[config.mk]
export PLATFORM = sky130hd
export DESIGN_NAME = scroll_msg_sequencer_flat
export DESIGN_NICKNAME = d
export VERILOG_FILES = /design/src/rtl/scroll_msg_sequencer_if.sv /design/src/rtl/scroll_msg_sequencer.sv /design/src/flat_wrapper.sv
export SDC_FILE = /design/constraint.sdc
export NUM_CORES = 1
export LEC_CHECK = 0
export BUFFER_PORTS_ARGS = -buffer_cell sky130_fd_sc_hd__buf_2
export CAP_MARGIN = 20
export CELL_PAD_IN_SITES_DETAIL_PLACEMENT = 1
export CELL_PAD_IN_SITES_GLOBAL_PLACEMENT = 2
export CORE_MARGIN = 5
export CORE_UTILIZATION = 30
export DETAILED_ROUTE_END_ITERATION = 7
export PLACE_DENSITY = 0.85
export SYNTH_ARGS = -nofsm -noshare
export SYNTH_HDL_FRONTEND = slang
export SYNTH_SLANG_ARGS = --single-unit
[constraint.sdc]
create_clock -name clk -period 1.85 [get_ports clk]
set_input_delay 0.2775 -clock clk [delete_from_list [all_inputs] [get_ports clk]]
set_output_delay 0.2775 -clock clk [all_outputs]
set_load 0.1 [all_outputs]
[src/rtl/scroll_msg_sequencer_if.sv]
// Requester handshakes and display/status outputs of scroll_msg_sequencer.
// master : requesters and display side (drive req*_valid/data/last, observe the rest)
// slave  : the sequencer (drives ready, display bus and status)
interface scroll_msg_sequencer_if;
  logic       req0_valid;
  logic [6:0] req0_data;
  logic       req0_last;
  logic       req0_ready;
  logic       req1_valid;
  logic [6:0] req1_data;
  logic       req1_last;
  logic       req1_ready;
  logic       disp_clk;
  logic [6:0] disp_din;
  logic       busy;
  logic [1:0] grant;
  logic       trunc;
  logic       subst;

  modport master (
    output req0_valid, req0_data, req0_last, req1_valid, req1_data, req1_last,
    input  req0_ready, req1_ready, disp_clk, disp_din, busy, grant, trunc, subst
  );

  modport slave (
    input  req0_valid, req0_data, req0_last, req1_valid, req1_data, req1_last,
    output req0_ready, req1_ready, disp_clk, disp_din, busy, grant, trunc, subst
  );
endinterface

[src/rtl/scroll_msg_sequencer.sv]
// Arbitrates two message requesters and streams the granted message into the
// scrolling display, one character per generated display-clock pulse, padded
// or truncated to WORD_COUNT characters, then holds the run code for
// SHOW_STEPS display clocks.
// Ports: clk, rst_n (async, active low), bus (slave modport: requester
// handshakes, disp_clk/disp_din, busy, grant, trunc, subst).
//
// state | meaning
// IDLE  | display clock parked low, bus at run code, waiting for a request
// LOAD  | one display step per slot; stalls on missing data, drops overflow
// SHOW  | run code held for SHOW_STEPS display clocks
module scroll_msg_sequencer #(
  parameter int WORD_COUNT = 20,
  parameter int HALF       = 2,
  parameter int SHOW_STEPS = 320
) (
  input logic                   clk,
  input logic                   rst_n,
  scroll_msg_sequencer_if.slave bus
);
  localparam int STEP   = 2 * HALF;
  localparam int PH_W   = $clog2(STEP);
  localparam int SLOT_W = $clog2(WORD_COUNT + 1);
  localparam int SH_W   = $clog2(SHOW_STEPS + 1);
  localparam logic [PH_W-1:0]   PH_LAST   = PH_W'(STEP - 1);
  localparam logic [PH_W-1:0]   PH_RISE   = PH_W'(HALF);
  localparam logic [SLOT_W-1:0] SLOT_FULL = SLOT_W'(WORD_COUNT);
  localparam logic [SH_W-1:0]   SHOW_LAST = SH_W'(SHOW_STEPS - 1);
  localparam logic [6:0]        RUN       = 7'h7F;
  localparam logic [6:0]        PAD       = 7'h40;

  typedef enum logic [1:0] {IDLE, LOAD, SHOW} state_t;

  state_t            state_q, state_d;
  logic [SLOT_W-1:0] slot_q, slot_d;
  logic [PH_W-1:0]   ph_q, ph_d;
  logic [SH_W-1:0]   show_q, show_d;
  logic              act_q, act_d;      // a display step is running
  logic              ended_q, ended_d;  // last already consumed
  logic              owner_q, owner_d;  // 0: requester 0 granted
  logic              pri_q, pri_d;      // requester favoured on a tie
  logic [6:0]        din_q, din_d;
  logic              dclk_q, dclk_d;
  logic              trunc_q, trunc_d;
  logic              subst_q, subst_d;

  logic       free;
  logic       take;
  logic       cur_valid;
  logic [6:0] cur_data;
  logic       cur_last;

  assign cur_valid = owner_q ? bus.req1_valid : bus.req0_valid;
  assign cur_data  = owner_q ? bus.req1_data  : bus.req0_data;
  assign cur_last  = owner_q ? bus.req1_last  : bus.req0_last;

  always_comb begin
    state_d = state_q;
    slot_d  = slot_q;
    ph_d    = ph_q;
    show_d  = show_q;
    act_d   = act_q;
    ended_d = ended_q;
    owner_d = owner_q;
    pri_d   = pri_q;
    din_d   = din_q;
    trunc_d = 1'b0;
    subst_d = 1'b0;
    take    = 1'b0;
    // A new step (or a stall decision) is only taken once the current step
    // has spent its last cycle, so disp_din never moves mid-step.
    free    = !act_q || (ph_q == PH_LAST);
    if (act_q && ph_q != PH_LAST) ph_d = ph_q + 1'b1;

    case (state_q)
      IDLE: begin
        act_d = 1'b0;
        din_d = RUN;
        if (bus.req0_valid || bus.req1_valid) begin
          state_d = LOAD;
          slot_d  = '0;
          ph_d    = '0;
          ended_d = 1'b0;
          owner_d = (bus.req0_valid && bus.req1_valid) ? pri_q : bus.req1_valid;
          pri_d   = ~owner_d;
        end
      end
      LOAD: begin
        if (free) begin
          act_d = 1'b0;
          ph_d  = '0;
          if (slot_q != SLOT_FULL) begin
            if (ended_q) begin
              din_d  = PAD;
              slot_d = slot_q + 1'b1;
              act_d  = 1'b1;
            end else if (cur_valid) begin
              take    = 1'b1;
              subst_d = (cur_data == RUN);
              din_d   = (cur_data == RUN) ? PAD : cur_data;
              ended_d = cur_last;
              slot_d  = slot_q + 1'b1;
              act_d   = 1'b1;
            end
          end else if (ended_q) begin
            state_d = SHOW;
            din_d   = RUN;
            show_d  = SHOW_LAST;
            act_d   = 1'b1;
          end else if (cur_valid) begin
            // overflow characters are swallowed one per cycle, no step
            take    = 1'b1;
            trunc_d = 1'b1;
            ended_d = cur_last;
          end
        end
      end
      SHOW: begin
        if (free) begin
          ph_d = '0;
          if (show_q == '0) begin
            state_d = IDLE;
            act_d   = 1'b0;
          end else begin
            show_d = show_q - 1'b1;
          end
        end
      end
      default: state_d = IDLE;
    endcase

    dclk_d = act_d && (ph_d >= PH_RISE);
  end

  always_ff @(posedge clk or negedge rst_n) begin
    if (!rst_n) begin
      state_q <= IDLE;
      slot_q  <= '0;
      ph_q    <= '0;
      show_q  <= '0;
      act_q   <= 1'b0;
      ended_q <= 1'b0;
      owner_q <= 1'b0;
      pri_q   <= 1'b0;
      din_q   <= RUN;
      dclk_q  <= 1'b0;
      trunc_q <= 1'b0;
      subst_q <= 1'b0;
    end else begin
      state_q <= state_d;
      slot_q  <= slot_d;
      ph_q    <= ph_d;
      show_q  <= show_d;
      act_q   <= act_d;
      ended_q <= ended_d;
      owner_q <= owner_d;
      pri_q   <= pri_d;
      din_q   <= din_d;
      dclk_q  <= dclk_d;
      trunc_q <= trunc_d;
      subst_q <= subst_d;
    end
  end

  assign bus.req0_ready = take & ~owner_q;
  assign bus.req1_ready = take &  owner_q;
  assign bus.disp_clk   = dclk_q;
  assign bus.disp_din   = din_q;
  assign bus.busy       = (state_q != IDLE);
  assign bus.grant      = (state_q == IDLE) ? 2'b00 : (owner_q ? 2'b10 : 2'b01);
  assign bus.trunc      = trunc_q;
  assign bus.subst      = subst_q;
endmodule

[src/flat_wrapper.sv]
// flat-port wrapper written by rule: the top's interface ports become plain ports
module scroll_msg_sequencer_flat 
#(
  parameter int WORD_COUNT = 20,
  parameter int HALF       = 2,
  parameter int SHOW_STEPS = 320
)
  (clk, rst_n, bus_req0_valid, bus_req0_data, bus_req0_last, bus_req1_valid, bus_req1_data, bus_req1_last, bus_req0_ready, bus_req1_ready, bus_disp_clk, bus_disp_din, bus_busy, bus_grant, bus_trunc, bus_subst);
  scroll_msg_sequencer_if bus_i ();
  input logic clk;
  input logic rst_n;
  input wire logic [$bits(bus_i.req0_valid)-1:0] bus_req0_valid;
  input wire logic [$bits(bus_i.req0_data)-1:0] bus_req0_data;
  input wire logic [$bits(bus_i.req0_last)-1:0] bus_req0_last;
  input wire logic [$bits(bus_i.req1_valid)-1:0] bus_req1_valid;
  input wire logic [$bits(bus_i.req1_data)-1:0] bus_req1_data;
  input wire logic [$bits(bus_i.req1_last)-1:0] bus_req1_last;
  output wire logic [$bits(bus_i.req0_ready)-1:0] bus_req0_ready;
  output wire logic [$bits(bus_i.req1_ready)-1:0] bus_req1_ready;
  output wire logic [$bits(bus_i.disp_clk)-1:0] bus_disp_clk;
  output wire logic [$bits(bus_i.disp_din)-1:0] bus_disp_din;
  output wire logic [$bits(bus_i.busy)-1:0] bus_busy;
  output wire logic [$bits(bus_i.grant)-1:0] bus_grant;
  output wire logic [$bits(bus_i.trunc)-1:0] bus_trunc;
  output wire logic [$bits(bus_i.subst)-1:0] bus_subst;
  assign bus_i.req0_valid = bus_req0_valid;
  assign bus_i.req0_data = bus_req0_data;
  assign bus_i.req0_last = bus_req0_last;
  assign bus_i.req1_valid = bus_req1_valid;
  assign bus_i.req1_data = bus_req1_data;
  assign bus_i.req1_last = bus_req1_last;
  assign bus_req0_ready = bus_i.req0_ready;
  assign bus_req1_ready = bus_i.req1_ready;
  assign bus_disp_clk = bus_i.disp_clk;
  assign bus_disp_din = bus_i.disp_din;
  assign bus_busy = bus_i.busy;
  assign bus_grant = bus_i.grant;
  assign bus_trunc = bus_i.trunc;
  assign bus_subst = bus_i.subst;
  scroll_msg_sequencer #(.WORD_COUNT(WORD_COUNT), .HALF(HALF), .SHOW_STEPS(SHOW_STEPS)) u_core (.clk(clk), .rst_n(rst_n), .bus(bus_i));
endmodule
# == After elaboration in Yosys (flattened, before gate mapping) ==
# Cells that the tools add are included.
# totals
regBits,32
latch_bits,0
mem_bits_rw,0
mem_bits_ro,0
input_bits,20
out_inout_bits,15
word_cells,114
n_memories,0
# classes
n_addsub,3
n_mul,0
div_mod_pow,0
magnitude_cmp,1
n_eq_ne,16
n_shift,0
n_mux,60
bitwise_logic,4
n_reduce_logical,18
# ops
op,n
two-way mux 7 bit,7
two-way mux 9 bit,5
two-way mux 1 bit,25
two-way mux 5 bit,5
two-way mux 2 bit,11
case mux 9 bit (2 select lines),1
case mux 7 bit (2 select lines),1
"inequality test 2 x 1 -> 1 bit, second input constant",6
AND reduction 6 bit,2
case mux 5 bit (2 select lines),1
zero test 9 bit,1
"subtractor 9 x 1 -> 9 bit, second input constant",1
"== test 7 bit, second input constant",1
"inequality test 2 bit, second input constant",3
"inequality test 3 x 1 -> 1 bit, second input constant",2
case mux 2 bit (3 select lines),1
nonzero test 2 bit,3
"adder 5 x 1 -> 5 bit, second input constant",1
"inequality test 5 bit, second input constant",1
AND reduction 5 bit,1
"== test 2 bit, second input constant",2
case mux 2 bit (2 select lines),1
AND reduction 4 bit,1
logical AND 1 bit,3
other kinds (13),16

# == Depth between registers and ports, before layout ==
# logic_depth
ltp_word,8
ltp_mapped,8
mapped_depth_nobuf,7

# == Worst setup path before layout ==
# No wires, ideal clock.
# synth_path
path_type,register -> output
startpoint,register u_core.ph_q[0]
endpoint,output bus_req0_ready
arrival_time_ps,2302
required_ps,1572
setup_slack_ps,-729
path_stages_with_launch,6
path_buffers,1
cell_sequence,dfrtp_1 -> ha_1 -> nand2b_1 -> clkbuf_1 -> nand4_1 -> nor2_1
# synth_via
elab_chain_len,5
# synth_rtl
item,line,text
from (decl),scroll_msg_sequencer.sv:36,"logic [PH_W-1:0] ph_q, ph_d;"
from (signal assigned),scroll_msg_sequencer.sv:152,ph_q <= ph_d;
== test 2 bit,scroll_msg_sequencer.sv:72,free = !act_q || (ph_q == PH_LAST);
logical OR 1 bit,scroll_msg_sequencer.sv:72,
two-way mux 1 bit,scroll_msg_sequencer.sv:89,if (free) begin
two-way mux 1 bit,scroll_msg_sequencer.sv:75,case (state_q)
AND 1 bit,scroll_msg_sequencer.sv:165,assign bus.req0_ready = take & ~owner_q;
to (decl),flat_wrapper.sv:18,output wire logic [$bits(bus_i.req0_ready)-1:0] bus_req0_ready;
# No other way between the ends.

# == Worst setup path in the final report ==
# layout_path
startpoint,register u_core.show_q[0]
endpoint,register u_core.state_q[1]
# layout_via
elab_chain_len,3
# layout_rtl
item,line,text
from (decl),scroll_msg_sequencer.sv:37,"logic [SH_W-1:0] show_q, show_d;"
from (signal assigned),scroll_msg_sequencer.sv:153,show_q <= show_d;
zero test 9 bit,scroll_msg_sequencer.sv:121,if (show_q == '0) begin
inequality test 2 x 1 -> 1 bit (no line),-,
AND reduction 6 bit (no line),-,
to (signal assigned),scroll_msg_sequencer.sv:150,state_q <= state_d;
to (decl),scroll_msg_sequencer.sv:34,"state_t state_q, state_d;"
# No other way between the ends.
# A chain may end at the register's enable or synchronous reset.

==> reports/summary.txt <==
Outcome = finished with violations
Failing checks = setup timing
Root Buffer = clkbuf_8
Total CTS buffers = 5
Mean Syn Cell Area = 9.17 sq um
DP Cell Count = 341
Die height = 89.3 um
Total Power = 4910 uW
Area contributors post-synth = dfrtp_1, dfstp_2, ha_1
CP top delay family = simple AND/OR/NAND/NOR gates
Fill cells = 742
Power Density = 1820 mW/mm^2
Via-to-Cell Ratio = 5.04
Diodes inserted = 0
CP max FO = 3
Initial Util = 30.3%
Post-Layout Cell Count = 357
Max Transition Viols Final = 0
Mapped Cells = 206
Seq pwr share = 23.1%
IO Count = 35
Slew @ Worst Pin = 742 ps
Iter 0 DRT Violations = 45
Overall routing resource usage = 14.1%
DR DRC count = 0
Placer Congestion = 0.787
Pre-Repair DR Iteration Count = 4
Yosys warns = 0
Initial antenna violation count = 0
H-tree lvl count = 2
Row cnt = 29
Final setup fails = 1
Post-synthesis cell type count = 49
Layout cell share with drive strength beyond 1 = 42.9%
Maxcap violations = 0
Clock-pin slew on the worst setup and hold paths = 70 ps
Int Power = 2520 uW
Width of the die = 89.3 um
Multi-input logic area = 0.00113 sq mm
Post-synthesis sequential area ratio = 42.9%
Crit path buffers/inverters = 1
Leak = 0.00122 uW
Area delta synth->final = 43.1%
CTS tree = yes
Final Hold Fails = 0
RSZ-0062 raised after global routing = yes
Number of synthesized flops with an enable pin = 0
Synth Cell Area = 0.00189 sq mm
Slowest CP cell = dfrtp_1
CP endpoint kind = register
CP cell instances = inv_2 -> ha_4 -> or3b_4 -> o31a_1 -> nor2_2 -> o21ai_2 -> mux2_4
Latest clock arrival within the worst-skew pair = 280 ps
Bufs on Longest Clock Path = 2
Sink Count = 32
Tmin final = 1900 ps
Fin nets = 309
Commonest non-fill, non-tap cell in the layout = buf_4
Max Clk Rate = 527 MHz
Area share of the leading cell type in the synthesized netlist = 33.1%
Commonest non-fill, non-tap cells in the layout = buf_4, buf_2, dfrtp_1
Sw Share = 48.7%
Net Count, Synth = 236
Period utilisation layout = 103%
Logic pwr share = 64.8%
Clk pwr share = 12.1%
First-pass GRT wire length = 8800 um
Total gr overflow = 0
Switching pwr = 2390 uW
Commonest register cell after synthesis = dfrtp_1
Crit path largest cell delay = 400 ps
Area leader, netlist = dfrtp_1
Register area = 811 sq um
Setup TNS = -46.5 ps
Routed wire length = 5450 um
WP data arrival = 2070 ps
Final worst slack = -46.5 ps
FFs w/ async S/R, synth = 100%
Die area = 0.00798 sq mm
Worst Hold Class = primary input to async pin
Crit start category = register
Req. time, crit path = 2020 ps
Clk_skew = 10.3 ps
Worst VDD drop = 848 uV
Wire per inst = 15.3 um
Dpl cell area = 0.00244 sq mm
Flops & latches, synth = 32
PortBufs = 34
DR vias = 1798
Worst Path Class, Setup = register to register
Relative slew margins = 50.6%
Final Instance Area = 0.00270 sq mm
Largest net degree at the start of global routing = 33
Post-route ant nets = 0
Number of global-route vias before repair = 1819
Core box area = 0.00624 sq mm
DPL Wire Length = 4100 um
area by class of cell:
type	instances	share of cell area, %
repair buffers	71	18.8
clock buffers	8	3.70
well taps	77	3.56
flip-flops and latches	32	30.0
multi-input cells	156	41.9
inverters	13	1.94
logic make-up (layout without fill, tap and decap cells):
group	after synthesis	count (layout)	share of synthesized area [%]
mux	10	10	5.90
fa+ha+maj	10	10	6.63
buf+inv	18	92	4.11
xor+xnor	5	5	2.32
simple gates	83	83	22.2
flops	32	32	42.9
compound gates	48	48	16.0
final timing paths:
kind	startpoint	endpoint	slack [ps]	cells past startpoint
hold / removal	rst_n	u_core.ph_q[0]$_DFF_PN0_	50	1
hold reg to reg	u_core.bus.disp_din[2]$_DFFE_PN1P_	u_core.bus.disp_din[2]$_DFFE_PN1P_	500	2
min in group clk	bus_req0_valid	u_core.owner_q$_DFFE_PN0P_	300	2
max in group asynchronous	rst_n	u_core.state_q[0]$_DFFE_PN0P_	1280	1
setup reg to reg	u_core.show_q[0]$_DFFE_PN0P_	u_core.state_q[1]$_DFFE_PN0P_	-50	7
setup / recovery	u_core.show_q[0]$_DFFE_PN0P_	u_core.state_q[1]$_DFFE_PN0P_	-50	7
cells in the mapped netlist, types with 2 or more instances:
cell type and number:
mux2i_1 4, mux2_2 5, xor2_1 5, a211o_1 2, dfstp_2 7, a21oi_1 15, clkbuf_1 3, dfrtp_1 25
inv_1 12, nor3_1 4, nor2b_1 3, and2_1 3, nand4_1 8, nor2_1 23, a21o_1 2, a31oi_1 6
nand2_1 17, nor4_1 2, o21ai_0 11, ha_1 10, nand3_1 11
stage by stage:
step                      hold WS (ps)  setup WS [ps]  utilization, %
final                             49.6          -46.5            43.3
after global routing               113           -110            43.3
after CTS                         81.7          -74.9            41.9
after detailed placement           396           -161            39.1
after global placement             389          -82.9            39.1
after floorplan                  -18.1           -265               -
registers in the layout (all words and copies together), names as in the netlist:
name / count
u_core.show_q: 9
u_core.pri_q: 1
u_core.owner_q: 1
u_core.bus.disp_din: 7
u_core.ph_q: 2
u_core.slot_q: 5
u_core.bus.subst: 1
u_core.ended_q: 1
u_core.act_q: 1
u_core.bus.disp_clk: 1
u_core.bus.trunc: 1
u_core.state_q: 2
timing repair:
item | in CTS | in global routing
pin swaps | 3 | 10
setup buffers | 5 | 3
endpoints found under the setup margin | 8 | 26
gates cloned | 0 | 0
gates resized for setup | 9 | 14
hold buffers | 0 | 0
power by group through the flow:
stage          Sequential [uW]  Clock, uW  Combinational (uW)
2_1_floorplan             1490          0                1660
3_3_place_gp              1110          0                2870
3_5_place_dp              1130          0                2940
4_1_cts                   1130        617                3070
5_1_grt                   1160        647                3450
6_report                  1130        595                3180
per-layer routing:
layer  GRT usage [%]  wire length [um]  share of wire (%)  up-vias
li1                -                 -                  -      885
met1            18.7              2500                 46      879
met2            23.0              2730                 50       27
met3            2.76               151                2.8        7
met4            4.47                68                1.2        0
met5               0                 0                  0        -
Note: power is estimated with default switching activity, not from simulation.
